**config.mk**
```make
export PLATFORM = sky130hd
export DESIGN_NAME = mvau_act_replay_buf
export DESIGN_NICKNAME = d
export VERILOG_FILES = /design/src/rtl/mvau_act_replay_buf_pkg.sv /design/src/rtl/mvau_act_replay_buf_fold_ctr.sv /design/src/rtl/mvau_act_replay_buf.sv
export SDC_FILE = /design/constraint.sdc
export NUM_CORES = 1
export LEC_CHECK = 0
export ABC_AREA = 1
export CORE_MARGIN = 2
export CORE_UTILIZATION = 47
export DETAILED_ROUTE_END_ITERATION = 7
export PLACE_DENSITY = 0.69
export SLEW_MARGIN = 0
export SYNTH_ARGS = -nofsm -noshare
export SYNTH_HDL_FRONTEND = slang
export SYNTH_SLANG_ARGS = --single-unit
```
**constraint.sdc**
```tcl
create_clock -name clk -period 2.2 [get_ports clk]
set_input_delay 0.66 -clock clk [delete_from_list [all_inputs] [get_ports clk]]
set_output_delay 0.66 -clock clk [all_outputs]
set_load 0.02 [all_outputs]
```
**src/rtl/mvau_act_replay_buf_pkg.sv**
```systemverilog
`default_nettype none
// ============================================================================
//  Module      : mvau_defn (package)
//  Description : Shared MVAU activation-buffer parameters, derived fold
//                counts, activation word type and replay-buffer state type.
//  Revision    : 1.0 - initial release
// ============================================================================
package mvau_defn;

    localparam int SIMD    = 2;
    localparam int TSrcI   = 4;
    localparam int MatrixW = 8;
    localparam int MatrixH = 4;
    localparam int PE      = 2;
    localparam int SF      = MatrixW / SIMD;
    localparam int NF      = MatrixH / PE;

    typedef logic [SIMD-1:0][TSrcI-1:0] act_word_t;

    typedef enum logic [0:0] {
        FILL   = 1'b0,
        REPLAY = 1'b1
    } rbuf_state_t;

    // Index width that never collapses to zero bits for single-entry ranges
    function automatic int clog2_min1(input int n);
        return (n > 1) ? $clog2(n) : 1;
    endfunction

endpackage
`default_nettype wire

```
**src/rtl/mvau_act_replay_buf_fold_ctr.sv**
```systemverilog
`default_nettype none
// ============================================================================
//  Module      : mvau_fold_ctr
//  Description : SIMD-fold / PE-fold counters with wrap, fold-boundary flags
//                and weight word address nf*SF+sf.
//  Revision    : 1.0 - initial release
// ============================================================================
module mvau_fold_ctr
    import mvau_defn::*;
#(
    parameter int SF  = 4,
    parameter int NF  = 2,
    parameter int SFW = clog2_min1(SF),
    parameter int AW  = clog2_min1(SF * NF)
) (
    input  logic           clk,
    input  logic           rst,
    input  logic           i_step,
    output logic [SFW-1:0] o_sf,
    output logic           o_sf_last,
    output logic           o_nf_last,
    output logic [AW-1:0]  o_addr
);

    localparam int NFW = clog2_min1(NF);

    logic [SFW-1:0] r_sf;
    logic [NFW-1:0] r_nf;
    logic           w_sf_last;
    logic           w_nf_last;

    assign w_sf_last = (r_sf == SFW'(SF - 1));
    assign w_nf_last = w_sf_last && (r_nf == NFW'(NF - 1));

    assign o_sf      = r_sf;
    assign o_sf_last = w_sf_last;
    assign o_nf_last = w_nf_last;
    assign o_addr    = AW'(int'(r_nf) * SF + int'(r_sf));

    // Advance sf each step; wrap sf into nf, and wrap both after the last pass
    always_ff @(posedge clk or posedge rst) begin
        if (rst) begin
            r_sf <= '0;
            r_nf <= '0;
        end else if (i_step) begin
            if (w_sf_last) begin
                r_sf <= '0;
                r_nf <= w_nf_last ? '0 : r_nf + 1'b1;
            end else begin
                r_sf <= r_sf + 1'b1;
            end
        end
    end

endmodule
`default_nettype wire

```
**src/rtl/mvau_act_replay_buf.sv**
```systemverilog
`default_nettype none
// ============================================================================
//  Module      : mvau_act_replay_buf
//  Description : Input-activation buffer for mvau_stream. Passes one vector
//                through while storing it, then replays it once per
//                remaining PE fold with matching weight address and flags.
//  Revision    : 1.0 - initial release
// ============================================================================
module mvau_act_replay_buf
    import mvau_defn::*;
#(
    parameter int SIMD    = mvau_defn::SIMD,
    parameter int TSrcI   = mvau_defn::TSrcI,
    parameter int MatrixW = mvau_defn::MatrixW,
    parameter int MatrixH = mvau_defn::MatrixH,
    parameter int PE      = mvau_defn::PE
) (
    input  logic                                                  clk,
    input  logic                                                  rst,
    input  logic                                                  in_v,
    output logic                                                  in_rdy,
    input  logic [SIMD*TSrcI-1:0]                                 in_act,
    output logic                                                  out_v,
    input  logic                                                  out_rdy,
    output logic [SIMD*TSrcI-1:0]                                 out_act,
    output logic [clog2_min1((MatrixW/SIMD)*(MatrixH/PE))-1:0]    out_wgt_addr,
    output logic                                                  out_sf_last,
    output logic                                                  out_nf_last
);

    localparam int C_SF  = MatrixW / SIMD;
    localparam int C_NF  = MatrixH / PE;
    localparam int C_W   = SIMD * TSrcI;
    localparam int C_SFW = clog2_min1(C_SF);
    localparam int C_AW  = clog2_min1(C_SF * C_NF);

    if (MatrixW % SIMD != 0) begin : g_bad_matrixw
        $fatal(1, "MatrixW must be a multiple of SIMD");
    end
    if (MatrixH % PE != 0) begin : g_bad_matrixh
        $fatal(1, "MatrixH must be a multiple of PE");
    end

    rbuf_state_t      r_state;
    logic [C_W-1:0]   r_buf [C_SF];

    logic             w_out_free;
    logic             w_in_xfer;
    logic             w_step;
    logic [C_SFW-1:0] w_sf;
    logic             w_sf_last;
    logic             w_nf_last;
    logic [C_AW-1:0]  w_addr;

    // Output register may load whenever it is empty or being drained
    assign w_out_free = !out_v || out_rdy;
    assign in_rdy     = !rst && (r_state == FILL) && w_out_free;
    assign w_in_xfer  = in_v && in_rdy;
    // One fold word is produced per step: an accepted input in FILL, a buffer read in REPLAY
    assign w_step     = (r_state == FILL) ? w_in_xfer : w_out_free;

    mvau_fold_ctr #(
        .SF  (C_SF),
        .NF  (C_NF),
        .SFW (C_SFW),
        .AW  (C_AW)
    ) u_fold_ctr (
        .clk       (clk),
        .rst       (rst),
        .i_step    (w_step),
        .o_sf      (w_sf),
        .o_sf_last (w_sf_last),
        .o_nf_last (w_nf_last),
        .o_addr    (w_addr)
    );

    // Capture each accepted word of the first pass for later replay (contents not reset)
    always_ff @(posedge clk) begin
        if (w_in_xfer) begin
            r_buf[w_sf] <= in_act;
        end
    end

    // FILL/REPLAY sequencing and the registered output word with its address and flags
    always_ff @(posedge clk or posedge rst) begin
        if (rst) begin
            r_state      <= FILL;
            out_v        <= 1'b0;
            out_act      <= '0;
            out_wgt_addr <= '0;
            out_sf_last  <= 1'b0;
            out_nf_last  <= 1'b0;
        end else begin
            if (w_out_free) begin
                out_v <= w_step;
                if (w_step) begin
                    out_act      <= (r_state == FILL) ? in_act : r_buf[w_sf];
                    out_wgt_addr <= w_addr;
                    out_sf_last  <= w_sf_last;
                    out_nf_last  <= w_nf_last;
                end
            end
            case (r_state)
                FILL: begin
                    if (w_in_xfer && w_sf_last && (C_NF != 1)) begin
                        r_state <= REPLAY;
                    end
                end
                REPLAY: begin
                    if (w_step && w_nf_last) begin
                        r_state <= FILL;
                    end
                end
                default: r_state <= FILL;
            endcase
        end
    end

endmodule
`default_nettype wire

```
Yosys cells after proc, flatten, opt, wreduce, memory -nomap -nowiden
Memories as Yosys holds them, arrays and structs flattened. A register that Yosys moved wholly into a read port is not among the register bits.
Cells that the tools add are included.
Storage, ports and cells
  register bits: 10
  bits in latches: 0
  RAM bits: 32
  ROM bits: 0
  logic and storage cells: 32
  memories: 1
Memories
  r_buf: depth 4, bits a word 8, read ports 1, clocked after Yosys merged registers in 1, write ports 1, line mvau_act_replay_buf.sv:45  | logic [C_W-1:0] r_buf [C_SF];
Cells by class
  $add $sub $neg: 3
  multipliers: 0
  div/mod/pow operators: 0
  $lt $le $gt $ge: 0
  eq/ne operators: 1
  shifts and indexed selects: 0
  mux-type cells: 8
  bitwise operators: 1
  reduce and logical (&&, ||, !) cells: 11
Operators with widths (number)
  logical AND 1 bit: 6
  2-to-1 mux 1 bit: 6
  AND reduction 2 bit: 2
  adder 3 x 2 -> 3 bit: 1
  adder 2 x 1 -> 2 bit (second input constant): 1
  equality test 2 bit (second input constant): 1
  zero test 1 bit: 2
  2-to-1 mux 2 bit: 1
  case mux 1 bit (2 select lines): 1
  adder 1 bit (second input constant): 1
  logical OR 1 bit: 1
  inverter 1 bit: 1

Logic depth before layout (Yosys ltp)
Gate-level depths: netlist of run 1.
  depth in word-level cells: 8
  depth in mapped cells: 9
  gate-level depth less buffers: 8

Hierarchy
Synthesis of run 1 repeated with hierarchy kept, for this count alone.
Second synthesis, totals
  cell total of the unflattened synthesis: 233
  area total of the unflattened synthesis: 2322.2 um2
By module, submodules not included
  mvau_act_replay_buf: times used 1, cells an instance 210, area each 2150.8 um2, seq. area each 1336.3 um2
  mvau_fold_ctr: times used 1, cells an instance 23, area each 171.4 um2, seq. area each 75.1 um2

Least setup slack after synthesis of run 1
OpenSTA, ideal clock, no wires.
  kind: input to output
  start point: input rst
  end point: output in_rdy
  data arrival time: 1.462 ns
  required time: 1.540 ns
  slack: 0.078 ns
  stages on the path: 3
  buffers on the path: 0
  cells stage by stage: inv_1 > nand2_1 > nor2_1
On the way
  longest elaborated chain between the ends: 3
RTL lines
  start, declared: line mvau_act_replay_buf.sv:19  | input logic rst,
  zero test 1 bit (no source line)
  logical AND 1 bit (2 in series): line mvau_act_replay_buf.sv:57  | assign in_rdy = !rst && (r_state == FILL) && w_out_free;
  end, declared: line mvau_act_replay_buf.sv:21  | output logic in_rdy,
No other way between the ends.

Worst setup path in the final report of run 1
Same ends and word-level chain as after synthesis.

==> run_results.csv, run 1 <==
group,metric,value,unit
route,ant_nets,0,
cts,cts-root-buf,"clkbuf_8",
floorplan,core,4690,um^2
hold_path,min_from,"out_sf_last",
timing,fin_skew,6.20,ps
power_and_ir_drop,intPower,0.00204,W
placed_design,place.gp.congestion,0.779,
synthesis,synth_nets,253,
cts,clock_sinks,50,
timing,final_max_slew_viol_count,0,
hold_path,worst_hold_path.endpoint,"out_sf_last",
cts,cts-resized-gates,7,
worst_setup_path,slowest_delay,420,ps
worst_setup_path,arrival,1470,ps
timing,finalSetupViolCount,0,
cts,post_cts_buffers,0,
timing,timing.setup.tns,0,ps
synthesis,synth.distinct_cells,21,
cts,insertion_delay,300,ps
global_routing,grt.overflow.total,0,
floorplan,die_x,73.6,um
worst_setup_path,r2r_cells,5,
cts,htreeDepth,2,
run,cap_violations,0,
power_and_ir_drop,p_per_area,1200,nW/um^2
floorplan,io_pins,27,
worst_setup_path,worstPathRequired,1540,ps
synthesis,syn_avg_cell_area,9.60,um^2
power_and_ir_drop,p_comb_share,42.8,%
placed_design,placed_area,2670,um^2
floorplan,die_area,5410,um^2
worst_setup_path,crit_fanout,2,
route,drc_errors,0,
route,routedWlPerCell,13.2,um
status,status,"finished, final reports clean",
timing,slew_headroom,71.2,%
synthesis,synthCells,237,
power_and_ir_drop,switchingPower,0.00127,W
worst_setup_path,crit_type,"in2out",
final_layout,final_common_cell,"nand2_1",
final_layout,final_cells,333,
timing,grt_setup_unrepaired,"false",
worst_setup_path,r2r_setup_slack,390,ps
global_routing,grt_antenna_before_repair,0,
route,drt-initial-drc-count,74,
cts,cts_tree,"done",
placed_design,detailed_place_hpwl,2910,um
timing,fin_crit_sh,96.8,%
placed_design,io_buffers,26,
hold_path,holdPathStages,2,
timing,fmax,470,MHz
final_layout,area_delta_synth_final,21.7,%
timing,worst_hold_slack,476,ps
power_and_ir_drop,leakage,1.30,nW
route,first_pass_iters,5,
final_layout,final_cell_mix,"nand2_1, edfxtp_1, clkdlybuf4s50_1",
cts,path_clk_slew,90,ps
final_layout,drive_above_1_share,12.5,%
global_routing,grtUsageTotal,18.6,%
placed_design,dp_slack,-476,ps
final_layout,multi_input_area,689,um^2
floorplan,dieHeight,73.6,um
power_and_ir_drop,ir_worst_vdd,0.514,mV
cts,numCtsBuffers,5,
power_and_ir_drop,seqPwrFrac,40.0,%
final_layout,area.sequential,1410,um^2
worst_setup_path,r2r-start,"u_fold_ctr.o_sf[1]",
final_layout,nFillCells,402,
worst_setup_path,critPathSlowestCell,"clkdlybuf4s50_1",
final_layout,n_antenna_cell,0,
worst_setup_path,path_cells,"clkdlybuf4s50_1 > inv_1 > nand2_1 > nor2_1 > buf_4",
cts,cts-hold-fix-buffers,0,
global_routing,grt_pass1_vias,1506,
synthesis,synth_seq_cells,50,
synthesis,seq_area_frac_synth,62.0,%
timing,setup_slack,70.8,ps
floorplan,num_rows,25,
global_routing,grt_max_degree,19,
global_routing,grt_pass1_wl,7250,um
cts,clockBufferDepth,2,
route,num_vias,1599,
timing,worst_slew_pin_slew,432,ps
worst_setup_path,cp-end-kind,"primary output",
synthesis,synth.yosys.warnings,0,
power_and_ir_drop,p_clk_share,17.2,%
final_layout,final_nets,294,
timing,hold_violations,0,
placed_design,dp_cells,325,
hold_path,hold_path_class,"reg2reg",
timing,fin_crit,2130,ps
route,wirelength,4380,um
power_and_ir_drop,switching_share,38.4,%
worst_setup_path,startpoint_type,"input port",
worst_setup_path,r2r_end,"r_buf[0][0]",
floorplan,initial_core_util,48.5,%
final_layout,final_cell_area,2770,um^2
synthesis,synth_area,2270,um^2
route,vias_per_cell,4.80,
[worst max-delay path, delay by kind of cell]
| family | cells | cell delay (ps) |
|---|---|---|
| buffers and inverters | 3 | 650 |
| and+or+nand+nor | 2 | 160 |
[power by group through the flow]
| stage | registers (W) | logic [W] | clock network, W |
|---|---|---|---|
| floorplan | 0.00145 | 0.000862 | 0 |
| global placement | 0.00134 | 0.00141 | 0 |
| detailed placement | 0.00134 | 0.00144 | 0 |
| CTS | 0.00133 | 0.00144 | 0.000583 |
| global route | 0.00135 | 0.00161 | 0.000629 |
| finish | 0.00133 | 0.00142 | 0.000571 |
[stage by stage]
stage | power, W | util, %
after floorplan | 0.00231 | -
after global placement | 0.00275 | 56.9
after detailed placement | 0.00278 | 56.9
after CTS | 0.00335 | 59.0
after global routing | 0.00359 | 59.0
final | 0.00332 | 59.0
[kinds of logic (layout without fill, tap and decap cells)]
family | after synthesis | in the layout | share of synthesized area [%]
simple gates | 142 | 142 | 27.1
flops | 50 | 50 | 62.0
buf+inv | 37 | 79 | 7.76
fa+ha+maj | 4 | 4 | 2.20
compound gates | 4 | 4 | 0.880
[metal layers]
metal	vias to the layer above	global-route usage, %	wire (um)
li1	826	-	-
met1	725	24.2	1990
met2	40	29.1	2080
met3	8	5.35	208
met4	0	8.28	107
met5	-	0	0
[state kept, by name, indices dropped and copies added, names as in the netlist]
register and count:
out_nf_last 1, r_buf 32, r_state 1, out_sf_last 1, out_wgt_addr 3, u_fold_ctr.r_nf 1
out_v 1, u_fold_ctr.o_sf 2, out_act 8
[layout make-up]
| cell class | instances | share of cell area (%) |
|---|---|---|
| Tap cell | 54 | 2.44 |
| Timing Repair Buffer | 45 | 14.4 |
| Clock inverter | 1 | 0.136 |
| Sequential cell | 50 | 51.0 |
| Inverter | 26 | 3.62 |
| Multi-Input combinational cell | 150 | 24.9 |
| Clock buffer | 7 | 3.48 |
[cells in the mapped netlist (all sizes together)]
| cell | instances | share of area (%) |
|---|---|---|
| buf | 11 | 3.4 |
| clkinv | 2 | 0.33 |
| dfrtp | 18 | 20 |
| edfxtp | 32 | 42 |
| ha | 4 | 2.2 |
| inv | 24 | 4.1 |
| nand2 | 116 | 20 |
| nand3 | 11 | 3.2 |
| nand3b | 1 | 0.33 |
| nand4 | 8 | 2.2 |
| nor2 | 6 | 1.3 |
| o21ai | 4 | 0.88 |
[worst max-delay path by stage]
stage          slack (ps)  endpoint  depth (start not counted)     from
2_1_floorplan          80    in_rdy                          3      rst
3_5_place_dp         -480    in_rdy                          6  out_rdy
6_report               70    in_rdy                          5      rst
4_1_cts                70    in_rdy                          5      rst
3_3_place_gp         -470    in_rdy                          6  out_rdy
5_1_grt                20    in_rdy                          5      rst
Note: power is estimated with default switching activity, not from simulation.
==> run 2: changes to the inputs <==
Settings changed: CORE_UTILIZATION 47 to 45, GPL_TIMING_DRIVEN set to 0, PLACE_DENSITY 0.69 to 0.66, SYNTH_HIERARCHICAL set to 1.
==> run 2 against run 1 <==
- sequential share of layout area is 0.73 points lower
- utilization fell by 3.3 points
- wire length decreased by 0.82%
- hold slack lost 72 ps
- critical path type unchanged
==> run_results.csv, run 2 <==
group,metric,value,unit
final_layout,largestRegisters,"r_buf x32, out_act x8, out_wgt_addr x3",
route,routedWlPerCell,12.9,um
synthesis,synthAdderAreaFrac,0.539,%
synthesis,synth_commonest_cells,"nand2_1, edfxtp_1, dfrtp_1, nand2_2, nand3_1",
synthesis,synth_compound_area_share,0,%
cts,insertion_delay,300,ps
synthesis,synth-xor-area-share,0,%
synthesis,synth_nets,246,
placed_design,place.gp.congestion,0.750,
timing,timing.setup.tns,0,ps
worst_setup_path,critPathSlowestCell,"dlygate4sd2_1",
power_and_ir_drop,leakage,1.28,nW
status,status,"finished, final reports clean",
worst_setup_path,path_cells,"dlygate4sd2_1 > nor2_1 > and2_4 > buf_8 > buf_6",
worst_setup_path,arrival,1460,ps
timing,fmax,473,MHz
route,ant_nets,0,
route,vias_per_cell,4.68,
synthesis,synth_edf_count,32,
synthesis,synth-main-ff-cell,"edfxtp_1",
floorplan,core,5040,um^2
final_layout,final_cell_mix,"nand2_1, edfxtp_1, clkdlybuf4s50_1",
final_layout,drive_above_1_share,18.0,%
timing,fin_crit_sh,96.2,%
run,cap_violations,0,
final_layout,n_antenna_cell,0,
worst_setup_path,cp-end-kind,"primary output",
final_layout,final_common_cell,"nand2_1",
worst_setup_path,crit_type,"in2out",
synthesis,seq_area_frac_synth,60.8,%
worst_setup_path,r2r_cells,5,
timing,fin_crit,2120,ps
cts,clock_sinks,50,
placed_design,detailed_place_hpwl,2990,um
synthesis,yosysMostFrequentCell,"nand2_1",
hold_path,hold_path_class,"in2async",
floorplan,die_area,5750,um^2
timing,fin_skew,4.97,ps
placed_design,dp_slack,-711,ps
final_layout,area_delta_synth_final,20.9,%
worst_setup_path,crit_fanout,3,
cts,cts_tree,"done",
global_routing,grtUsageTotal,17.6,%
power_and_ir_drop,ir_worst_vdd,0.582,mV
global_routing,grt_pass1_wl,7150,um
synthesis,synth_seq_cells,50,
global_routing,grt_antenna_before_repair,0,
synthesis,synth_top_area_share,41.4,%
route,drt-initial-drc-count,59,
cts,clockBufferDepth,2,
cts,htreeDepth,2,
timing,finalSetupViolCount,0,
floorplan,dieHeight,75.8,um
worst_setup_path,startpoint,"rst",
global_routing,grt.overflow.total,0,
cts,cts-hold-fix-buffers,0,
synthesis,syn_avg_cell_area,9.97,um^2
final_layout,regMostFlops,"r_buf",
final_layout,final_nets,279,
synthesis,synth_mux_area_share,0,%
timing,setup_slack,84.5,ps
route,drc_errors,0,
cts,numCtsBuffers,5,
floorplan,num_rows,26,
timing,slew_headroom,61.6,%
placed_design,io_buffers,25,
timing,grt_setup_unrepaired,"false",
worst_setup_path,r2r-start,"u_fold_ctr/o_sf[0]",
synthesis,synth.area.top_cells,"edfxtp_1, nand2_1, dfrtp_1, nand2_2, nand3_1",
floorplan,io_pins,27,
synthesis,synth.yosys.warnings,6,
synthesis,synth_area,2320,um^2
timing,hold_violations,0,
synthesis,synth_top_family_by_area,"simple AND/OR/NAND/NOR gates",
synthesis,synth.distinct_cells,18,
route,num_vias,1578,
floorplan,initial_core_util,46.1,%
synthesis,synthArstFlopShare,36.0,%
global_routing,grt_pass1_vias,1477,
global_routing,grt_max_degree,16,
synthesis,synth-simple-area-share,31.1,%
synthesis,synth_area_leader_cell,"edfxtp_1",
worst_setup_path,slowest_delay,270,ps
route,first_pass_iters,4,
timing,worst_slew_pin_slew,576,ps
route,wirelength,4350,um
synthesis,synthCells,233,
floorplan,die_x,75.8,um
final_layout,largest_reg_flops,32,
cts,cts-root-buf,"clkbuf_8",
worst_setup_path,worstPathRequired,1540,ps
power_and_ir_drop,p_per_area,1290,nW/um^2
timing,final_max_slew_viol_count,0,
worst_setup_path,startpoint_type,"input port",
cts,path_clk_slew,80,ps
run 2: changes by cell type in the layout (fill, tap and decap cells not counted), sizes merged, moves of 2 or more:
cell           previous run  this run
buf                      20        14
inv                      24         9
clkdlybuf4s50            24        22
clkinv                    3         0
ha                        4         1
nand4                     8         0
o21ai                     4         0
nor3                      0         4
nand2                   116       144
nor2                      6         2
run 2: area by class of cell:
type                       count  area, um^2
timing repair buffer          26         256
fill                         473        2230
sequential                    50        1410
clock inverter                 1        30.0
buffer                        12         135
multi-input combinational    162         762
tap                           70        87.6
inverter                       9        48.8
clock buffer                   7        76.3
run 2: stage by stage:
step	cell area (um^2)	hold slack, ps	cells	power, W	utilization, %
global route	2810	398	337	0.00393	55.7
detailed placement	2660	469	328	0.00299	52.8
floorplan	2320	414	233	0.00249	-
finish	2810	404	337	0.00363	55.7
CTS	2810	399	337	0.00368	55.7
global placement	2660	469	328	0.00297	52.8
run 2: routing by layer:
metal / GRT usage, % / share of wire [%] / vias to the layer above / routed length [um]
met5: 0 / 0 / - / 0
met4: 7.41 / 1.7 / 0 / 74
met3: 3.97 / 4.0 / 6 / 173
met2: 26.7 / 48 / 28 / 2100
met1: 24.3 / 46 / 746 / 2000
li1: - / - / 798 / -
run 2: worst max-delay path, delay by kind of cell:
kind | cells | cell delay [ps]
buf+inv | 3 | 480
simple gates | 2 | 310
run 2: worst paths after layout:
check                                     endpoint  slack (ps)
worst max-delay path                        in_rdy          80
worst min-delay path            u_fold_ctr/o_sf[0]         400
worst max register to register         r_buf[1][0]         470
worst min register to register     out_wgt_addr[2]         490
max in group asynchronous                  r_state        1230
min in group clk                   out_wgt_addr[2]         490
run 2: timing repair:
action | CTS | global route
resized for setup | 15 | 0
endpoints found under the setup margin | 33 | 0
setup buffers | 1 | 0
run 2: logic make-up (layout without fill, tap and decap cells):
| family | Yosys count | in the layout |
|---|---|---|
| buffers and inverters | 21 | 55 |
| and+or+nand+nor | 161 | 161 |
| adders and majority gates | 1 | 1 |
| DFF | 50 | 50 |
run 2: report_power, final:
| part | switching, W | leakage, nW | internal, W |
|---|---|---|---|
| Clock | 0.000287 | 0.0524 | 0.000340 |
| Combinational | 0.000987 | 0.709 | 0.000701 |
| Sequential | 0.000120 | 0.517 | 0.00120 |
